`config.mk`:
```
export PLATFORM = sky130hd
export DESIGN_NAME = systolic_feeder
export DESIGN_NICKNAME = d
export VERILOG_FILES = /design/src/rtl/systolic_feeder_pkg.sv /design/src/rtl/systolic_feeder_skew_mux.sv /design/src/rtl/systolic_feeder.sv
export SDC_FILE = /design/constraint.sdc
export NUM_CORES = 1
export LEC_CHECK = 0
export BUFFER_PORTS_ARGS = -buffer_cell sky130_fd_sc_hd__buf_2
export CORE_MARGIN = 2
export CORE_UTILIZATION = 30
export CTS_CLUSTER_DIAMETER = 150
export DETAILED_ROUTE_END_ITERATION = 8
export PLACE_DENSITY = 0.53
export SYNTH_ARGS = -nofsm -noshare
export SYNTH_HDL_FRONTEND = slang
export SYNTH_HIERARCHICAL = 1
export SYNTH_SLANG_ARGS = --single-unit
```
`constraint.sdc`:
```
create_clock -name clk -period 1.6 [get_ports clk]
set_input_delay 0.08 -clock clk [delete_from_list [all_inputs] [get_ports clk]]
set_output_delay 0.08 -clock clk [all_outputs]
set_load 0.05 [all_outputs]
```
`src/rtl/systolic_feeder_pkg.sv`:
```
// Shared constants for the systolic array feeder: FSM encoding and
// size helpers derived from the matrix dimension.
package systolic_feeder_pkg;

    localparam logic [1:0] ST_LOAD  = 2'd0;
    localparam logic [1:0] ST_CLEAR = 2'd1;
    localparam logic [1:0] ST_FEED  = 2'd2;
    localparam logic [1:0] ST_DONE  = 2'd3;

    // Operand bytes per run: A then B, both N x N.
    function automatic int byte_count(input int n);
        return 2 * n * n;
    endfunction

    // FEED cycles needed for the last operand pair to reach PE(N-1,N-1).
    function automatic int feed_len(input int n);
        return 3 * n - 2;
    endfunction

    function automatic int cnt_width(input int m);
        return (m > 1) ? $clog2(m) : 1;
    endfunction

endpackage

```
`src/rtl/systolic_feeder_skew_mux.sv`:
```
// One edge lane: presents ops[t-IDX] while that index lies inside the
// operand vector, zero otherwise, so lane IDX runs IDX cycles behind lane 0.
module skew_mux #(
    parameter int N         = 2,
    parameter int REG_WIDTH = 4,
    parameter int IDX       = 0,
    parameter int TW        = 2
) (
    input  logic                        en,
    input  logic [TW-1:0]               t,
    input  logic [N-1:0][REG_WIDTH-1:0] ops,
    output logic [REG_WIDTH-1:0]        op
);

    always_comb begin
        op = '0;
        if (en) begin
            for (int k = 0; k < N; k++) begin
                if (int'(t) == IDX + k) op = ops[k];
            end
        end
    end

endmodule

```
`src/rtl/systolic_feeder.sv`:
```
// Loads A and B from the UART byte stream, clears the PE accumulators,
// then feeds diagonally skewed operands into the west and north array edges.
module systolic_feeder
    import systolic_feeder_pkg::*;
#(
    parameter int N         = 2,
    parameter int REG_WIDTH = 4
) (
    input  logic                   clk,
    input  logic                   reset,
    input  logic [7:0]             rx_data,
    input  logic                   rx_valid,
    output logic                   rx_ready,
    output logic [N*REG_WIDTH-1:0] a_edge,
    output logic [N*REG_WIDTH-1:0] b_edge,
    output logic                   pe_clear,
    output logic                   busy,
    output logic                   done,
    output logic                   overrun
);

    localparam int BYTES = byte_count(N);
    localparam int FEED  = feed_len(N);
    localparam int LW    = cnt_width(BYTES);
    localparam int TW    = cnt_width(FEED);

    logic [1:0]           state;
    logic [LW-1:0]        ld_cnt;
    logic [TW-1:0]        t;
    logic [REG_WIDTH-1:0] mem [BYTES];
    logic                 feeding;
    logic                 unused_rx_hi;

    // a_rows[i][k] = A[i][k]; b_cols[j][k] = B[k][j]
    logic [N-1:0][N-1:0][REG_WIDTH-1:0] a_rows;
    logic [N-1:0][N-1:0][REG_WIDTH-1:0] b_cols;

    assign unused_rx_hi = ^rx_data[7:REG_WIDTH];

    always_ff @(posedge clk) begin
        if (reset) begin
            state   <= ST_LOAD;
            ld_cnt  <= '0;
            t       <= '0;
            overrun <= 1'b0;
        end else begin
            if (rx_valid && state != ST_LOAD) overrun <= 1'b1;
            case (state)
                ST_LOAD: begin
                    if (rx_valid) begin
                        if (ld_cnt == LW'(BYTES - 1)) begin
                            ld_cnt <= '0;
                            state  <= ST_CLEAR;
                        end else begin
                            ld_cnt <= ld_cnt + 1'b1;
                        end
                    end
                end
                ST_CLEAR: begin
                    t     <= '0;
                    state <= ST_FEED;
                end
                ST_FEED: begin
                    if (t == TW'(FEED - 1)) begin
                        t     <= '0;
                        state <= ST_DONE;
                    end else begin
                        t <= t + 1'b1;
                    end
                end
                default: state <= ST_LOAD;
            endcase
        end
    end

    // Operand storage is fully rewritten each run, so it needs no reset.
    always_ff @(posedge clk) begin
        if (state == ST_LOAD && rx_valid) mem[ld_cnt] <= rx_data[REG_WIDTH-1:0];
    end

    assign rx_ready = (state == ST_LOAD);
    assign pe_clear = (state == ST_CLEAR);
    assign busy     = (state == ST_CLEAR) || (state == ST_FEED);
    assign done     = (state == ST_DONE);
    assign feeding  = (state == ST_FEED);

    genvar r, c, g;
    generate
        for (r = 0; r < N; r++) begin : g_row
            for (c = 0; c < N; c++) begin : g_col
                assign a_rows[r][c] = mem[r*N + c];
                assign b_cols[c][r] = mem[N*N + r*N + c];
            end
        end

        for (g = 0; g < N; g++) begin : g_lane
            skew_mux #(.N(N), .REG_WIDTH(REG_WIDTH), .IDX(g), .TW(TW)) u_west (
                .en  (feeding),
                .t   (t),
                .ops (a_rows[g]),
                .op  (a_edge[g*REG_WIDTH +: REG_WIDTH])
            );
            skew_mux #(.N(N), .REG_WIDTH(REG_WIDTH), .IDX(g), .TW(TW)) u_north (
                .en  (feeding),
                .t   (t),
                .ops (b_cols[g]),
                .op  (b_edge[g*REG_WIDTH +: REG_WIDTH])
            );
        end
    endgenerate

endmodule
```
=== After elaboration in Yosys (flattened, before gate mapping) ===
Memory sizes are Yosys's and may differ from the RTL's.
Cells that the tools add are included.

* Add/subtract/negate cells: 2
* Multiply operators: 0
* Divide/modulo/power cells: 0
* $lt $le $gt $ge: 0
* Equality and inequality tests: 10
* Shifts and indexed selects: 0
* Multiplexer cells: 21
* Bitwise operators: 0
* Reduce and logical (&&, ||, !) cells: 9

{| class="wikitable"
|+ Operator list
! operator !! count
|-
| $mux W4 || 12
|-
| $eq A2 B2 Y1 const B || 5
|-
| $mux W2 || 4
|-
| $pmux W2 S3 || 1
|-
| $logic_not A2 Y1 || 2
|-
| $ne A2 B1 Y1 const B || 2
|-
| $pmux W2 S2 || 1
|-
| $reduce_bool A2 Y1 || 2
|-
| $add A3 B1 Y3 const B || 1
|-
| $eq A3 B3 Y1 const B || 1
|-
| $mux W3 || 1
|-
| $reduce_and A3 Y1 || 1
|-
| $add A2 B1 Y2 const B || 1
|-
| $eq A2 B1 Y1 const B || 1
|-
| $logic_and A1 B1 Y1 || 2
|-
| $mux W1 || 2
|-
| $ne A2 B2 Y1 const B || 1
|-
| $reduce_and A2 Y1 || 1
|-
| $logic_or A1 B1 Y1 || 1
|}

* Flip-flop bits (word level): 8
* Bits in latches: 0
* Bits in writable memories: 32
* Bits in read-only memories: 0
* Input port bits: 11
* Output and inout bits: 21
* Word-level logic and storage cells: 47
* Memories: 1

{| class="wikitable"
|+ Memories
! memory !! depth !! bits a word !! read ports !! clocked after Yosys merged registers in !! write ports !! RTL line !! text
|-
| mem || 8 || 4 || 8 || 0 || 1 || systolic_feeder.sv:30 || <nowiki>logic [REG_WIDTH-1:0] mem [BYTES];</nowiki>
|}

=== Logic depth before layout (Yosys ltp) ===
Gate-level depths: netlist (run 1).

* Depth after elaboration: 4
* Mapped depth: 5
* Gate-level depth less buffers: 5

=== By module ===
The synthesis (run 1) kept the hierarchy.

{| class="wikitable"
|+ By module, submodules not included
! module !! instances !! cells an instance !! area each (um^2) !! sequential area each (um^2)
|-
| systolic_feeder || 1 || 92 || 1457.6 || 1121.1
|-
| skew_mux at g_lane[1].u_north ... || 2 || 15 || 73.8 || 0.0
|-
| skew_mux at g_lane[0].u_north ... || 2 || 10 || 66.3 || 0.0
|}

=== Least setup slack after synthesis (run 1) ===
Ideal clock, no wire load.

* Kind: reg2reg
* Start point: reg state[0]
* End point: mem mem[0][0] (enable)
* Setup time: 0.377 ns
* Arrival: 1.792 ns
* Data required time: 1.223 ns
* Slack: -0.568 ns
* Stages on the path, launching flop included: 5
* Buffers on the path: 0
* Clock period less this slack: 2.168 ns
* Cells stage by stage: dfxtp_1 -> inv_1 -> ha_1 -> nand2_1 -> nor4_1

* Longest elaborated chain between the ends: 4

{| class="wikitable"
|+ RTL lines
! item !! RTL line !! text
|-
| start: declaration || systolic_feeder.sv:27 || <nowiki>logic [1:0] state;</nowiki>
|-
| start signal: assignment || systolic_feeder.sv:42 || <nowiki>state <= ST_LOAD;</nowiki>
|-
| start signal: assignment || systolic_feeder.sv:53 || <nowiki>state <= ST_CLEAR;</nowiki>
|-
| start signal: assignment || systolic_feeder.sv:61 || <nowiki>state <= ST_FEED;</nowiki>
|-
| $logic_not A2 Y1 || - ||
|-
| net rx_ready || systolic_feeder.sv:13 || <nowiki>output logic rx_ready,</nowiki>
|-
| $logic_and A1 B1 Y1 || systolic_feeder.sv:78 || <nowiki>if (state == ST_LOAD && rx_valid) mem[ld_cnt] <= rx_data[REG_WIDTH-1:0];</nowiki>
|-
| $mux W1 || systolic_feeder.sv:78 ||
|-
| $mux W1 (not written as such) || systolic_feeder.sv:78 ||
|-
| end: declaration || systolic_feeder.sv:30 ||
|}

The timed path passes the listed nets, and every way through them passes these cells.

=== Final worst setup path (run 1) ===
* Start point: reg state[1]
* End point: out b_edge[4]

* Longest elaborated chain between the ends: 2

{| class="wikitable"
|+ RTL lines
! item !! RTL line !! text
|-
| $eq A2 B2 Y1 || systolic_feeder.sv:85 || <nowiki>assign feeding = (state == ST_FEED);</nowiki>
|-
| net feeding || systolic_feeder.sv:31 || <nowiki>logic feeding;</nowiki>
|-
| $mux W4 || systolic_feeder_skew_mux.sv:17 || <nowiki>if (en) begin</nowiki>
|-
| end: declaration || systolic_feeder.sv:15 || <nowiki>output logic [N*REG_WIDTH-1:0] b_edge,</nowiki>
|}

The timed path passes the listed nets, and every way through them passes these cells.

==> qor.txt, run 1 <==
Reg2reg end - mem[6][0]
Max_slew headroom - 78.4%
Seq. cell area - 1120 um2
VDD IR max - 0.575 mV
Remaining global-route overflow - 0
First-pass iteration count of the detailed router - 4
Leak - 0.000835 uW
Startpoint types - register
Largest net degree at the start of global routing - 15
Ant diodes - 0
Setup violators final - 0
Post-synthesis cell count - 142
CTS H-Tree Depth - 2
Crit path time final - 1.55 ns
Tcrit/Tclk final - 96.6%
Cts bufs inserted - 5
I/O pins - 32
DRC viols - 0
Vias in the first global route - 1287
Layout cells sized above 1 - 42.8%
Critical path type - reg -> out
Placer Congestion - 0.726
Launch point of the worst reg-to-reg path - state[0]
WL final - 3.60 mm
Met3 WL - 123 um
Depth of the worst hold-timing path - 2
Setup TNS - 0 ns
Clk_lat worst skew - 0.29 ns
Pre-CTS setup slack - 0.107 ns
Sequential element share of the synthesized area - 64.5%
Pins Over Slew Limit - 0
Nets - 205
Die ar. - 6420 um2
Clk buf depth - 2
# rows - 27
Ys Warns - 6
Pwr/cell area - 922 nW/um2
DR WL/cell - 13.9 um
Die height - 80.1 um
Worst-margin pin slew - 0.324 ns
Syn nets - 161
Root buf cell - clkbuf_8
Worst R2R Path Depth - 4
Mean post-synth cell area - 12.2 um2
IO buf count - 27
Die Wd - 80.1 um
PnR worst setup slack - 0.0545 ns
Total track usage - 12.4%
DRT iter0 DRCs - 55
Hold path startpoint - reset
CTS sink count - 40
Post-route ant nets - 0
Crit path DAT - 1.47 ns
FMAX - 0.647 GHz
RSZ-0062 raised after global routing - yes
Crit end category - output pin
Via count - 1196
Area of the core - 5540 um2
Critical Path RT - 1.52 ns
Status - finished clean
CP Max Fanout - 5
Vias per std cell - 4.62
DP HPWL - 2.54 mm
Initial antenna violation count - 0
First-pass GRT wire length - 6.01 mm
#FFs+latches synth - 40
Post-synth ARST share - 0%
Predominant post-synthesis flop cell - edfxtp_1
Area grow syn2layout - 38.5%
Max Used Layer - met4
Initial Utilization - 31.4%
HP Class - in -> reg
CTS tree - built
Clock-pin slew on the worst setup and hold paths - 0.08 ns
Reg2Reg Setup Slack - 0.14 ns
Final-report hold violation count - 0
Multi-input gate area - 726 um2
Mapped cell area - 1740 um2
Wire length on met1 - 1.68 mm
Hold path endpoint - t[1]
Worst clock skew - 0.00483 ns
Post-synth EDFFs - 32
Routed length on met2 - 1.76 mm
Max-cap viol count - 0
Distinct cells, synth - 20
Fillers - 513
==> metal layers <==
layer | track usage [%] | vias to the layer above
li1 | - | 593
met1 | 15.1 | 574
met2 | 21.6 | 24
met3 | 2.58 | 5
met4 | 4.41 | 0
met5 | 0 | -
==> power breakdown <==
part | internal (uW) | total (uW) | switching [uW] | leakage (uW)
logic | 126 | 369 | 242 | 0.000437
registers | 1170 | 1190 | 15.5 | 0.000357
clock network | 308 | 661 | 353 | 0.0000404
==> cell usage after synthesis, types with 2 or more instances <==
library cell	instances	share of area (%)
mux2i_1	10	5.8
inv_1	3	0.65
o22ai_1	8	2.9
or2b_1	2	0.86
dfxtp_1	8	9.2
nor2_1	16	3.5
nand2_1	20	4.3
nand2b_1	10	3.6
nor3_1	5	1.4
edfxtp_1	32	55
a21oi_1	5	1.4
nand3_1	4	1.2
ha_1	8	5.8
clkbuf_2	5	1.4
==> flip-flops by register name, indices dropped and copies added (netlist names) <==
signal,count
t,2
state,2
mem,32
ld_cnt,3
overrun,1
==> timing repair <==
item                                    in CTS  in global routing
pin swaps                                    8                  1
hold buffers                                 0                  0
buffers inserted                             0                  1
gates cloned                                 2                  0
endpoints found under the setup margin      16                 40
resized for setup                           39                 19
==> how the worst max path moves through the flow <==
stage	startpoint	to	cells after the start
floorplan	state[0]	mem[0][0]	4
global placement	state[0]	mem[3][0]	4
detailed placement	state[0]	mem[3][1]	4
CTS	t[0]	b_edge[2]	4
global route	state[1]	b_edge[7]	6
finish	state[1]	b_edge[4]	6
==> layout make-up <==
class / instances / share of cell area (%)
Multi-Input combinational cell: 94 / 30.1
Tap cell: 72 / 3.74
Clock buffer: 5 / 2.86
Clock inverter: 3 / 0.988
Sequential cell: 40 / 46.7
Timing Repair Buffer: 42 / 15.1
Inverter: 3 / 0.468
==> kinds of logic after synthesis <==
group,synth area share [%]
fa+ha+maj,5.76
mux,6.41
flops,64.5
compound gates,4.82
buf+inv,2.09
simple gates,16.4
==> critical path, cell delays in order, from the launching register on <==
cell	delay, ns
dfxtp_2	0.35
buf_6	0.12
ha_4	0.16
buf_6	0.14
nand2_4	0.05
o22ai_2	0.18
buf_6	0.18
==> through the flow <==
step	util [%]	hold WS [ns]	cell area, um2	cells	total power, uW
floorplan	-	0.179	1810	142	1440
detailed placement	37.9	0.378	2100	248	1560
global route	43.5	0.0856	2410	259	2330
finish	43.5	0.0744	2410	259	2220
CTS	42.1	0.0668	2330	258	2220
global placement	37.9	0.367	2100	248	1540
==> placed cells by master, fill, tap and decap left out, types with 2 or more instances in the layout <==
cell         n
a21oi_1      5
buf_2       11
buf_4       11
buf_6       20
clkbuf_8     5
clkinvlp_4   2
dfxtp_1      5
dfxtp_2      3
edfxtp_1    32
ha_1         6
inv_1        2
mux2i_1     10
nand2_1     17
nand2_2      3
nand2b_1     8
nand2b_4     2
nand3_1      4
nor2_1      11
nor2_2       5
nor3_1       2
nor3_4       3
o22ai_2      8
or2b_1       2
Note: power is estimated with default switching activity, not from simulation.
==> inputs of run 2 (changes only) <==
CORE_UTILIZATION = 49   (was 30)
PLACE_DENSITY = 0.77   (was 0.53)
==> qor.txt, run 2 (synthesis results as in run 1) <==
HP Class - in -> reg
Die Wd - 63.6 um
DP HPWL - 2.39 mm
Status - finished, violations left
Total track usage - 18.6%
Via count - 1208
Area grow syn2layout - 38.5%
Setup TNS - -0.151 ns
Worst-margin pin slew - 0.361 ns
CP Max Fanout - 9
Commonest non-fill, non-tap cells in the layout - edfxtp_1 (32), buf_4 (18), nand2_1 (15)
Max_slew headroom - 75.8%
Clk buf depth - 2
Initial Utilization - 51.7%
Largest registers - mem: 32 flops, ld_cnt: 3 flops
Largest net degree at the start of global routing - 13
First-pass iteration count of the detailed router - 4
Number of flip-flops in the largest register - 32
VDD IR max - 0.868 mV
Cts bufs inserted - 5
Pins Over Slew Limit - 0
Remaining global-route overflow - 0
Root buf cell - clkbuf_4
I/O pins - 32
Nets - 207
Final-report hold violation count - 0
IO buf count - 27
RSZ-0062 raised after global routing - yes
Placer Congestion - 0.801
Pwr/cell area - 901 nW/um2
DRT iter0 DRCs - 50
Critical Path RT - 1.52 ns
Setup violators final - 11
Fillers - 255
CTS H-Tree Depth - 2
DRC viols - 0
Failing checks - setup timing
Vias per std cell - 5.14
Startpoint types - register
Tcrit/Tclk final - 102%
Clk_lat worst skew - 0.33 ns
Initial antenna violation count - 0
CTS sink count - 40
First-pass GRT wire length - 5.63 mm
Commonest non-fill, non-tap cell in the layout - edfxtp_1
Crit end category - output pin
# rows - 21
Pre-CTS setup slack - 0.0528 ns
Non-Filler Instances - 235
PnR worst setup slack - -0.0389 ns
Crit path time final - 1.64 ns
Post-route ant nets - 0
Worst Hold Slack - 0.0217 ns
CTS tree - built
FMAX - 0.610 GHz
Placed cell count - 221
DR WL/cell - 14.7 um
Reg with most FFs - mem
Critical path type - reg -> out
Area of the core - 3360 um2
Die ar. - 4040 um2
Crit path DAT - 1.56 ns
Clock-pin slew on the worst setup and hold paths - 0.10 ns
Max-cap viol count - 0
Worst clock skew - 0.00489 ns
Ant diodes - 0
Leak - 0.000856 uW
Layout cells sized above 1 - 43.9%
Die height - 63.6 um
Vias in the first global route - 1237
WL final - 3.46 mm
run 2: cell types whose count changed in the layout (fill, tap and decap cells not counted), moves of 3 or more:
cell      previous run  this run
buf_4               11        18
buf_6               20        12
buf_8                0         3
clkbuf_4             0         5
clkbuf_8             5         0
nand2_2              3         6
nor2_4               0         3
nor3_2               0         3
nor3_4               3         0
run 2: power by group:
part / internal [uW] / switching, uW
Clock: 319 / 297
Sequential: 1170 / 19.0
Combinational: 135 / 228
run 2: repair_timing:
item	CTS	global route
setup buffers	2	2
hold buffers	0	0
endpoints found under the setup margin	16	48
cloned	1	1
resized for setup	40	21
pin swaps	2	2
run 2: worst max-delay path, stage by stage (launching register included):
cell      delay, ns
dfxtp_2        0.35
buf_6          0.11
ha_4           0.21
buf_16         0.14
nand2b_4       0.10
nor2_2         0.15
buf_6          0.17
run 2: worst paths after layout:
kind,slack [ns],start,end,cells past startpoint
min,0.02,reset,t[0],2
max,-0.04,state[1],b_edge[1],6
max reg2reg,-0.01,state[1],mem[6][1],5
min reg2reg,0.51,overrun,overrun,2
run 2: per-stage QoR:
| stage | instance area (um2) | utilization [%] | total power [uW] |
|---|---|---|---|
| finish | 2410 | 71.6 | 2170 |
| global placement | 2060 | 61.3 | 1540 |
| CTS | 2300 | 68.4 | 2180 |
| global route | 2410 | 71.6 | 2280 |
| detailed placement | 2060 | 61.3 | 1550 |
| floorplan | 1810 | - | 1440 |
run 2: area by class of cell:
type	instances	area [um2]	share of cell area [%]
clock buffer	5	37.5	1.56
inverter	3	11.3	0.468
sequential	40	1130	46.8
timing repair buffer	44	413	17.2
multi-input combinational	94	724	30.1
tap	46	57.6	2.39
clock inverter	3	37.5	1.56
run 2: per-layer routing:
layer / vias up / global-route usage [%] / wire length (um) / part of all wire [%]
met5: - / 0 / 0 / 0
met4: 0 / 4.89 / 10 / 0.29
met3: 2 / 6.61 / 118 / 3.4
met2: 25 / 32.5 / 1890 / 55
met1: 581 / 21.8 / 1450 / 42
li1: 600 / - / - / -
==> inputs of run 3 (changes only) <==
ABC_AREA = 1   (was unset)
PLACE_DENSITY = 0.78   (was 0.77)
==> qor.txt, run 3 <==
Status - finished clean
WL final - 3.40 mm
Power Total - 3940 uW
Syn nets - 181
Critical Path RT - 1.52 ns
Crit end category - output pin
Area share of the largest cell type after synthesis - 55.7%
DRT iter0 DRCs - 32
Mapped cell area - 1720 um2
Nets - 220
Crit path time final - 1.58 ns
Post-route cell area - 2240 um2
Cell Chain, Critical Path - inv_4 -> ha_4 -> clkinvlp_4 -> a21oi_2 -> buf_6
Cts bufs inserted - 5
Die height - 63.3 um
Largest registers - mem: 32 flops, ld_cnt: 3 flops
CP Buf/Inv Count - 3
Distinct cells, synth - 13
Largest stage delay on the critical path - 0.38 ns
Root buf cell - clkbuf_4
Largest family of logic cells by synthesized area - simple AND/OR/NAND/NOR gates
Worst clock skew - 0.0217 ns
Post-Synth Simple-Gate Area - 18.3%
Sequential element share of the synthesized area - 65.0%
Worst-margin pin slew - 0.318 ns
Setup violators final - 0
Reg2reg end - mem[6][1]
Reg2Reg Setup Slack - 0.07 ns
Mean post-synth cell area - 10.6 um2
Non-Filler Instances - 248
Post-synthesis cell count - 162
Ys Warns - 6
Cell family with most CP delay - buffers and inverters
Most numerous cell in the Yosys netlist - edfxtp_1
Initial Utilization - 51.3%
VDD IR max - 1.43 mV
Max_slew headroom - 78.7%
Cell taking the most area after synthesis - edfxtp_1
CTS sink count - 40
FMAX - 0.633 GHz
Commonest cells in the netlist - edfxtp_1 (32), nand3_1 (26), nand2_1 (22)
XOR/XNOR Fraction of Synth Area - 0%
First-pass GRT wire length - 5.42 mm
#FFs+latches synth - 40
Area of the core - 3360 um2
Mux share of post-synthesis cell area - 0%
Clock-pin slew on the worst setup and hold paths - 0.13 ns
# rows - 21
Largest net degree at the start of global routing - 24
Ant diodes - 0
Worst R2R Path Depth - 5
Layout cells sized above 1 - 36.1%
Area after DPL - 2000 um2
Die Wd - 63.3 um
RSZ-0062 raised after global routing - yes
Placed cell count - 237
Hold path startpoint - rx_data[2]
Vias per std cell - 5.12
Max-cap viol count - 0
Slowest CP cell - dfxtp_4
I/O pins - 32
Pwr/cell area - 1760 nW/um2
Critical path type - reg -> out
Area contributors post-synth - edfxtp_1 (56%), dfxtp_1 (9.3%), nand3_1 (7.5%), a21oi_1 (6.1%), ha_1 (5.8%)
Reg with most FFs - mem
Leak - 0.000825 uW
Post-synth ARST share - 0%
Compound-Gate Fraction of Synth Area - 6.97%
Pins Over Slew Limit - 0
Vias in the first global route - 1247
Number of flip-flops in the largest register - 32
Commonest non-fill, non-tap cell in the layout - edfxtp_1
Total track usage - 18.1%
CP Max Fanout - 5
IO buf count - 27
CTS H-Tree Depth - 2
Post-Synth Adder-Cell Area - 5.81%
Post-synth EDFFs - 32
Crit path DAT - 1.50 ns
PnR worst setup slack - 0.0191 ns
Die ar. - 4010 um2
Launch point of the worst reg-to-reg path - state[1]
Commonest non-fill, non-tap cells in the layout - edfxtp_1 (32), nand3_1 (26), nand2_1 (22)
First-pass iteration count of the detailed router - 4
Post-route ant nets - 0
Placer Congestion - 0.738
Startpoint types - register
Clk buf depth - 2
Clk_lat worst skew - 0.36 ns
Final core occ - 66.5%
Final-report hold violation count - 0
CTS tree - built
Tcrit/Tclk final - 98.8%
Pre-CTS setup slack - 0.0406 ns
DRC viols - 0
Via count - 1270
DP HPWL - 2.42 mm
Hold path endpoint - mem[5][2]
Area grow syn2layout - 29.8%
Depth of the worst hold-timing path - 1
Predominant post-synthesis flop cell - edfxtp_1
DR WL/cell - 13.7 um
Remaining global-route overflow - 0
Initial antenna violation count - 0
HP Class - in -> reg
run 3: through the flow:
| stage | setup TNS [ns] | hold slack, ns |
|---|---|---|
| 2_1_floorplan | -0.421 | 0.149 |
| 3_3_place_gp | 0 | 0.290 |
| 3_5_place_dp | 0 | 0.296 |
| 4_1_cts | 0 | 0.0131 |
| 5_1_grt | -0.622 | 0.00316 |
| 6_report | 0 | 0.0214 |
run 3: power breakdown:
part / switching [uW] / internal [uW] / total, uW
clock network: 321 / 263 / 584
logic: 1310 / 599 / 1910
registers: 156 / 1290 / 1440
total: 1790 / 2150 / 3940
run 3: repair_timing:
| item | in CTS | in global routing |
|---|---|---|
| setup endpoints to repair | 16 | 49 |
| pin swaps | 0 | 0 |
| gates resized for setup | 21 | 23 |
| hold endpoints to repair | 2 | 0 |
| hold buffers | 1 | 0 |
| buffers inserted | 0 | 2 |
run 3: area by class of cell:
| class | count | area, um2 |
|---|---|---|
| Fill cell | 269 | 1130 |
| Timing Repair Buffer | 32 | 241 |
| Multi-Input combinational cell | 104 | 659 |
| Clock inverter | 2 | 12.5 |
| Inverter | 18 | 73.8 |
| Clock buffer | 6 | 62.6 |
| Sequential cell | 40 | 1130 |
| Tap cell | 46 | 57.6 |
run 3: worst max-delay path by stage:
stage | startpoint | endpoint | cells past startpoint
6_report | state[0] | a_edge[0] | 5
5_1_grt | state[0] | a_edge[0] | 5
4_1_cts | state[1] | mem[2][0] | 5
2_1_floorplan | t[0] | a_edge[6] | 2
3_5_place_dp | state[0] | mem[2][2] | 5
3_3_place_gp | state[0] | mem[2][2] | 5
run 3: cells by family after synthesis:
group | after synthesis
flops | 40
fa+ha+maj | 8
simple gates | 72
buf+inv | 18
compound gates | 24
run 3: worst reg2reg max path, delay by kind of cell, from the launching register on:
| kind | cells | cell delay (ns) |
|---|---|---|
| flip-flops | 1 | 0.37 |
| adder cells (fa/ha/maj) | 1 | 0.19 |
| buffers and inverters | 1 | 0.13 |
| AND/OR/NAND/NOR | 3 | 0.53 |
run 3: metal layers:
| metal | global-route usage, % | vias up | part of all wire [%] |
|---|---|---|---|
| met5 | 0 | - | 0 |
| met4 | 5.71 | 0 | 1.4 |
| met3 | 4.82 | 5 | 4.1 |
| met2 | 33.8 | 31 | 54 |
| met1 | 19.8 | 592 | 41 |
| li1 | - | 642 | - |
